### src/rtl/seg7_pkg.sv
// Shared seven-segment definitions.
//   SEG7_LUT     : active-high gfedcba patterns for digits 0..9, dash at index 10
//   SEG7_DASH_IDX: LUT index of the dash pattern
//   SEG_BLANK    : all segments off (active-high), for blanked display positions
//   seg7_encode  : digit -> segment pattern, dash for anything above 9,
//                  optionally inverted for active-low displays
package seg7_pkg;

    localparam logic [3:0] SEG7_DASH_IDX = 4'd10;
    localparam logic [6:0] SEG_BLANK     = 7'h00;

    // NOTE: a constant ROM like this needs no reset; only state-holding flops do.
    localparam logic [6:0] SEG7_LUT [0:10] = '{
        7'h3F, 7'h06, 7'h5B, 7'h4F, 7'h66,
        7'h6D, 7'h7D, 7'h07, 7'h7F, 7'h6F,
        7'h40
    };

    function automatic logic [6:0] seg7_encode(input logic [3:0] digit,
                                               input logic       active_high);
        logic [6:0] pat;
        if (digit <= 4'd9) pat = SEG7_LUT[digit];
        else               pat = SEG7_LUT[SEG7_DASH_IDX];
        return active_high ? pat : ~pat;
    endfunction

endpackage

### src/rtl/seg7_prescaler.sv
// Free-running prescaler producing a terminal strobe every TICK_DIV enabled cycles.
//   clk, rst_n : clock, asynchronous active-low reset
//   enable     : 1 = count advances, 0 = count holds
//   clear      : synchronous restart to 0 (wins over enable, never strobes)
//   terminal   : combinational, high in the cycle whose edge ends a period
module seg7_prescaler #(
    parameter int TICK_DIV = 10_000_000
) (
    input  logic clk,
    input  logic rst_n,
    input  logic enable,
    input  logic clear,
    output logic terminal
);

    localparam int              CNT_W = $clog2(TICK_DIV);
    localparam logic [CNT_W-1:0] LAST = CNT_W'(TICK_DIV - 1);

    logic [CNT_W-1:0] cnt_q, cnt_d;

    always_comb begin
        // NOTE: every always_comb output gets a default first so no latch is inferred.
        cnt_d    = cnt_q;
        terminal = 1'b0;
        if (clear) begin
            cnt_d = '0;
        end else if (enable) begin
            if (cnt_q == LAST) begin
                cnt_d    = '0;
                terminal = 1'b1;
            end else begin
                cnt_d = cnt_q + 1'b1;
            end
        end
    end

    always_ff @(posedge clk or negedge rst_n) begin
        // NOTE: sequential state uses non-blocking assignments only.
        if (!rst_n) cnt_q <= '0;
        else        cnt_q <= cnt_d;
    end

endmodule

### src/rtl/seg7_tick_counter.sv
// Prescaled single-digit decimal up/down counter with registered 7-segment output.
//   clk, rst_n : clock, asynchronous active-low reset
//   enable     : 1 = prescaler runs, 0 = everything holds
//   up_down    : step direction, sampled only on the terminal edge
//   load       : synchronous load of min(load_val, MAX_DIGIT); beats stepping
//   load_val   : value to load
//   digit      : current digit (registered)
//   segments   : pattern of digit, one edge behind digit; bit0=a .. bit6=g
//   tick       : one-cycle pulse on every step
//   wrap       : one-cycle pulse on a wrapping step
module seg7_tick_counter
    import seg7_pkg::*;
#(
    parameter int TICK_DIV        = 10_000_000,
    parameter int MAX_DIGIT       = 9,
    parameter bit SEG_ACTIVE_HIGH = 1'b1
) (
    input  logic       clk,
    input  logic       rst_n,
    input  logic       enable,
    input  logic       up_down,
    input  logic       load,
    input  logic [3:0] load_val,
    output logic [3:0] digit,
    output logic [6:0] segments,
    output logic       tick,
    output logic       wrap
);

    localparam logic [3:0] MAX_D     = 4'(MAX_DIGIT);
    localparam logic [6:0] SEG_RESET = seg7_encode(4'd0, SEG_ACTIVE_HIGH);

    logic       terminal;
    logic [3:0] digit_q, digit_d;
    logic [6:0] segments_q, segments_d;
    logic       tick_q, tick_d;
    logic       wrap_q, wrap_d;
    logic [3:0] enc_digit;

    // Load doubles as prescaler clear, so a load on the terminal cycle
    // both suppresses the step and restarts the period.
    seg7_prescaler #(.TICK_DIV(TICK_DIV)) u_prescaler (
        .clk      (clk),
        .rst_n    (rst_n),
        .enable   (enable),
        .clear    (load),
        .terminal (terminal)
    );

    always_comb begin
        digit_d = digit_q;
        tick_d  = 1'b0;
        wrap_d  = 1'b0;
        if (load) begin
            digit_d = (load_val > MAX_D) ? MAX_D : load_val;
        end else if (terminal) begin
            tick_d = 1'b1;
            if (up_down) begin
                if (digit_q == MAX_D) begin
                    digit_d = 4'd0;
                    wrap_d  = 1'b1;
                end else begin
                    digit_d = digit_q + 4'd1;
                end
            end else begin
                if (digit_q == 4'd0) begin
                    digit_d = MAX_D;
                    wrap_d  = 1'b1;
                end else begin
                    digit_d = digit_q - 4'd1;
                end
            end
        end
    end

    // Segments are looked up from the registered digit, so they trail it by one edge.
    // Out-of-range digits (unreachable) are forced to the dash entry.
    always_comb begin
        enc_digit  = (digit_q > MAX_D) ? 4'd15 : digit_q;
        segments_d = seg7_encode(enc_digit, SEG_ACTIVE_HIGH);
    end

    always_ff @(posedge clk or negedge rst_n) begin
        if (!rst_n) begin
            digit_q    <= 4'd0;
            segments_q <= SEG_RESET;
            tick_q     <= 1'b0;
            wrap_q     <= 1'b0;
        end else begin
            digit_q    <= digit_d;
            segments_q <= segments_d;
            tick_q     <= tick_d;
            wrap_q     <= wrap_d;
        end
    end

    assign digit    = digit_q;
    assign segments = segments_q;
    assign tick     = tick_q;
    assign wrap     = wrap_q;

endmodule

### config.mk
export PLATFORM = sky130hd
export DESIGN_NAME = seg7_tick_counter
export DESIGN_NICKNAME = d
export VERILOG_FILES = /design/src/rtl/seg7_pkg.sv /design/src/rtl/seg7_prescaler.sv /design/src/rtl/seg7_tick_counter.sv
export SDC_FILE = /design/constraint.sdc
export NUM_CORES = 1
export LEC_CHECK = 0
export CAP_MARGIN = 25
export CORE_MARGIN = 3
export CORE_UTILIZATION = 61
export DETAILED_ROUTE_END_ITERATION = 8
export PLACE_DENSITY = 0.83
export SKIP_CTS_REPAIR_TIMING = 1
export SYNTH_ARGS = -nofsm -noshare
export SYNTH_HDL_FRONTEND = slang
export SYNTH_HIERARCHICAL = 1
export SYNTH_SLANG_ARGS = --single-unit
### constraint.sdc
create_clock -name clk -period 3.7 [get_ports clk]
set_input_delay 0.37 -clock clk [delete_from_list [all_inputs] [get_ports clk]]
set_output_delay 0.37 -clock clk [all_outputs]
set_load 0.005 [all_outputs]
Word-level counts from Yosys, hierarchy flattened
Memory sizes are Yosys's and may differ from the RTL's.
Cells that the tools add are included.
Operators by class
  $add $sub $neg: 3
  mux-type cells: 23
  $lt $le $gt $ge: 4
  bitwise operators: 1
  reductions and logical operators: 3
  eq/ne operators: 2
Operator list (number)
  2-to-1 mux 24 bit: 3
  2-to-1 mux 4 bit: 7
  adder 24 x 1 -> 24 bit, second input constant: 1
  equality test 24 bit, second input constant: 1
  2-to-1 mux 7 bit: 3
  2-to-1 mux 1 bit: 10
  greater-than comparator 4 bit, second input constant: 2
  greater-or-equal comparator 5 bit, second input constant: 1
  inverter 4 -> 5 bit: 1
  adder 4 x 1 -> 4 bit, second input constant: 1
  equality test 4 bit, second input constant: 1
  <= comparator 4 bit, second input constant: 1
  logical NOT 4 bit: 1
  nonzero test 2 bit: 2
  subtractor 4 x 1 -> 4 bit, second input constant: 1
Word-level totals
  flip-flop bits (word level): 37
  output and inout bits: 13
  memories: 1
  word-level logic and storage cells: 42
  input bits: 9
  bits in read-only memories: 112
Memory list
  (name not given): depth 16, width 7, read ports 1, clocked after memory_dff 0, write ports 0, line seg7_pkg.sv:22  | if (digit <= 4'd9) pat = SEG7_LUT[digit];

Logic depth before layout (Yosys ltp)
  depth in word-level cells: 7
  depth in mapped cells: 9
  depth with buffers taken out: 8

Cells and area by module
The synthesis kept the hierarchy.
By module, submodules not included
  seg7_prescaler: instances 1, sequential area each 600.6 sq um, cells an instance 154, area an instance 1487.7 sq um
  seg7_tick_counter: instances 1, sequential area each 332.8 sq um, cells an instance 94, area an instance 857.1 sq um

Worst setup path after synthesis
OpenSTA, ideal clock, no wires.
  kind: register -> register
  from: reg u_prescaler.cnt_q[0]
  to: reg digit_q[3] (netlist: digit[3])
  data arrival time: 2.187 ns
  data required time: 3.576 ns
  period minus slack after synthesis: 2.311 ns
  path buffers: 1
  setup time: 0.124 ns
  cell stages (with the launch flop): 8
  slack: 1.389 ns
  cell sequence: dfrtp_1 -> ha_1 -> and2_1 -> buf_4 -> nand4_4 -> nor4_1 -> nand2b_1 -> o31a_1
On the way
  word-level cells in the longest chain between the ends: 5
RTL lines
  start, declared: line seg7_prescaler.sv:19  | logic [CNT_W-1:0] cnt_q, cnt_d;
  start signal, assigned: line seg7_prescaler.sv:40  | else cnt_q <= cnt_d;
  equality test 24 bit: line seg7_prescaler.sv:28  | if (cnt_q == LAST) begin
  2-to-1 mux 1 bit: line seg7_prescaler.sv:28
  2-to-1 mux 1 bit: line seg7_prescaler.sv:27  | end else if (enable) begin
  2-to-1 mux 1 bit: line seg7_prescaler.sv:25  | if (clear) begin
  named net terminal: line seg7_tick_counter.sv:33  | logic terminal;
  nonzero test 2 bit (no line)
  end signal, assigned: line seg7_tick_counter.sv:90  | digit_q <= digit_d;
  end, declared: line seg7_tick_counter.sv:34  | logic [3:0] digit_q, digit_d;
The timed path passes the listed nets, and every way through them passes these cells.
A chain may end at the register's enable or synchronous reset.

Worst setup path in the final report
  from: reg u_prescaler.cnt_q[0]
  to: reg digit_q[2] (netlist: digit[2])
Same word-level chain as after synthesis.

==> out/summary.txt <==
Synth top area share: 33.08%
final RePlAce weighted congestion: 0.8374
setup violators final: 0
DR DRC count: 0
largest family of logic cells by synthesized area: simple AND/OR/NAND/NOR gates
outcome: finished, final reports clean
Worst path slowest cell: dfrtp_1
XOR/XNOR share of the synthesized area: 2.241%
post-route ant nets: 0
gr ovfl total: 0
H-tree Lvls: 2
compound-cell area share of the yosys netlist: 21.72%
Reg power frac: 50.8%
Core Area: 3521 um^2
crit-path cells: ha_1 > and2_1 > nand4_4 > nor4_1 > buf_4 > nand2b_1 > a221oi_2 > a211oi_2
Hold WS: 0.1698 ns
leading area contributor after synthesis: dfrtp_1
final non-filler cell total: 311
# diodes: 0
Final Skew: 0.009418 ns
number of flops mapped to enable cells by yosys: 0
Initial Utilization: 66.60%
Critical Path AT: 2.54 ns
top post-synthesis cells by count: dfrtp_1 (31), a21oi_1 (22), nand2_1 (18)
Worst Setup End Kind: flip-flop
crit path kind: flip-flop to flip-flop
Worst Setup Start Kind: flip-flop
Synth async-reset ratio: 100.0%
post-synthesis cell area: 2345 um^2
Die H: 68 um
total clock buffers created by CTS: 5
Critical Path RT: 3.86 ns
Leak: 1.082 nW
Setup WS post-layout: 1.326 ns
drt first-iter violations: 196
Routed WL per cell: 14.57 um
Max Clk Rate: 0.4212 GHz
post-synthesis mux area share: 0.9072%
Hold Path Class: input pin to async pin
die area: 4624 um^2
#FFs+latches synth: 37
CTS root buf: clkbuf_8
Placement Rows: 21
Seq/Total Area, Yosys: 39.81%
Final Max Slew Viols: 0
DIE WIDTH: 68 um
Mapped Avg Cell Area: 9.455 um^2
worst relative slew slack: 46.68%
simple-gate share of the synthesized area: 26.79%
Pint: 0.0006653 W
CP max stage delay: 0.44 ns
worst vdd ir: 0.2873 mV
most frequent cell after synthesis: dfrtp_1
Clock Power Share: 34.3%
antenna violations before repair: 0
drt total wl: 4531 um
first-pass GRT wire length: 8224 um
fill count: 256
Psw: 0.0002232 W
Synth Flop Type: dfrtp_1
Post-Synth Adder-Cell Area: 2.668%
worst-path maximum fanout: 10
Switching Share: 25.12%
PortBufs: 21
post-place setup slack: 1.232 ns
cells after synthesis: 248
Vias/cell: 6.039
Mapped Nets: 262
final worst-path cycle share: 64.17%
DRT Pass-1 Iters: 4
clk sinks: 37
Final Net Count: 278
Setup TNS: 0 ns
combinational share of power: 14.9%
Tmin final: 2.374 ns
Total GRT Usage: 23.05%
layout cells sized above 1: 14.72%
largest cells by area after synthesis: dfrtp_1 (33%), dfstp_2 (6.7%), a21oi_1 (4.7%)
Max-Cap Viols: 0
Layout area overhead: 11.90%
Worst-path clk slew: 0.07 ns
PD cells: 338.6 nW/um^2
unrepaired setup endpoints after global routing: false
worst-margin pin slew: 0.7999 ns
Yosys warning total: 6
DR vias: 1878
Post-DP HPWL: 3091 um
Clock Latency Late Sink: 0.29 ns
vias in the first global route: 1795
TritonCTS clock tree: done
IO Count: 22
largest net degree at the start of global routing: 38
Final Hold Vio Count: 0
unique cell type count in the Yosys netlist: 64
clock buffer depth: 2
placed cells: 303
-- metal layers --
layer | vias to the layer above | wire, um | track usage [%]
li1 | 946 | - | -
met1 | 881 | 2266 | 34.13
met2 | 47 | 2024 | 33.57
met3 | 4 | 204 | 5.090
met4 | 0 | 36 | 6.700
met5 | - | 0 | 0
-- area by class of cell --
class                           instances  area (um^2)  share of cell area (%)
Tap cell                               46        57.56                   2.194
Clock inverter                          1        5.005                  0.1907
Clock buffer                            7        96.34                   3.672
Inverter                               10        37.54                   1.431
Sequential cell                        37        933.4                   35.57
Timing Repair Buffer                   23        220.2                   8.393
Multi-Input combinational cell        187         1274                   48.55
-- worst paths after layout --
check / endpoint / slack [ns] / start / cells after the start
worst max register to register: digit[2] / 1.33 / u_prescaler/cnt_q[0] / 8
min in group clk: u_prescaler/cnt_q[4] / 0.56 / u_prescaler/cnt_q[4] / 2
worst min register to register: u_prescaler/cnt_q[4] / 0.56 / u_prescaler/cnt_q[4] / 2
worst max-delay path: digit[2] / 1.33 / u_prescaler/cnt_q[0] / 8
max in group asynchronous: u_prescaler/cnt_q[15] / 3.03 / rst_n / 1
worst min-delay path: u_prescaler/cnt_q[9] / 0.17 / rst_n / 1
-- flip-flops by register name (all words and copies together), names as in the netlist --
register / cells
tick: 1
u_prescaler/cnt_q: 24
segments: 7
digit: 4
wrap: 1
-- power by group through the flow --
stage	combinational [W]	clock [W]	sequential (W)
after floorplan	0.0000907	0	0.000446
after global placement	0.000132	0	0.000458
after detailed placement	0.000133	0	0.000458
after CTS	0.000134	0.000315	0.000451
after global routing	0.000150	0.000334	0.000455
final	0.000133	0.000305	0.000451
-- per-stage QoR --
| step | total power, W | util (%) | area [um^2] |
|---|---|---|---|
| after floorplan | 0.0005366 | - | 2345 |
| after global placement | 0.0005903 | 71.64 | 2522 |
| after detailed placement | 0.0005910 | 71.64 | 2522 |
| after CTS | 0.0008991 | 74.52 | 2624 |
| after global routing | 0.0009386 | 74.52 | 2624 |
| final | 0.0008885 | 74.52 | 2624 |
-- critical path, delay by kind of cell (launching register included) --
family                   cells  cell delay [ns]
AO/OA/AOI/OAI                2             0.31
adder cells (fa/ha/maj)      1             0.24
buffers and inverters        1             0.19
flip-flops                   1             0.44
AND/OR/NAND/NOR              4             1.06
-- cell families after synthesis --
family                     after synthesis
AOI/OAI and AO/OA                       74
xor gates and xnor gates                 6
adders and majority gates                5
buffers and inverters                   24
DFF                                     37
muxes                                    2
and+or+nand+nor                        100
-- cells in the final DEF, fill, tap and decap left out, types with 4 or more instances in the layout --
cell | netlist | routed
or3_1 | 8 | 8
o211ai_1 | 4 | 4
nor3_1 | 4 | 4
inv_1 | 10 | 10
nor2_1 | 15 | 15
and2_1 | 4 | 4
dfstp_2 | 6 | 6
xor2_1 | 5 | 5
nand2_1 | 18 | 18
clkbuf_8 | 0 | 7
dfrtp_1 | 31 | 31
nand3_1 | 11 | 11
a21oi_1 | 22 | 22
clkdlybuf4s50_1 | 0 | 20
and3_1 | 5 | 5
o22ai_1 | 4 | 4
o21ai_0 | 10 | 10
o21ai_1 | 4 | 4
ha_1 | 5 | 5
nand4_1 | 7 | 7
Power figures use the tool's default switching activity.
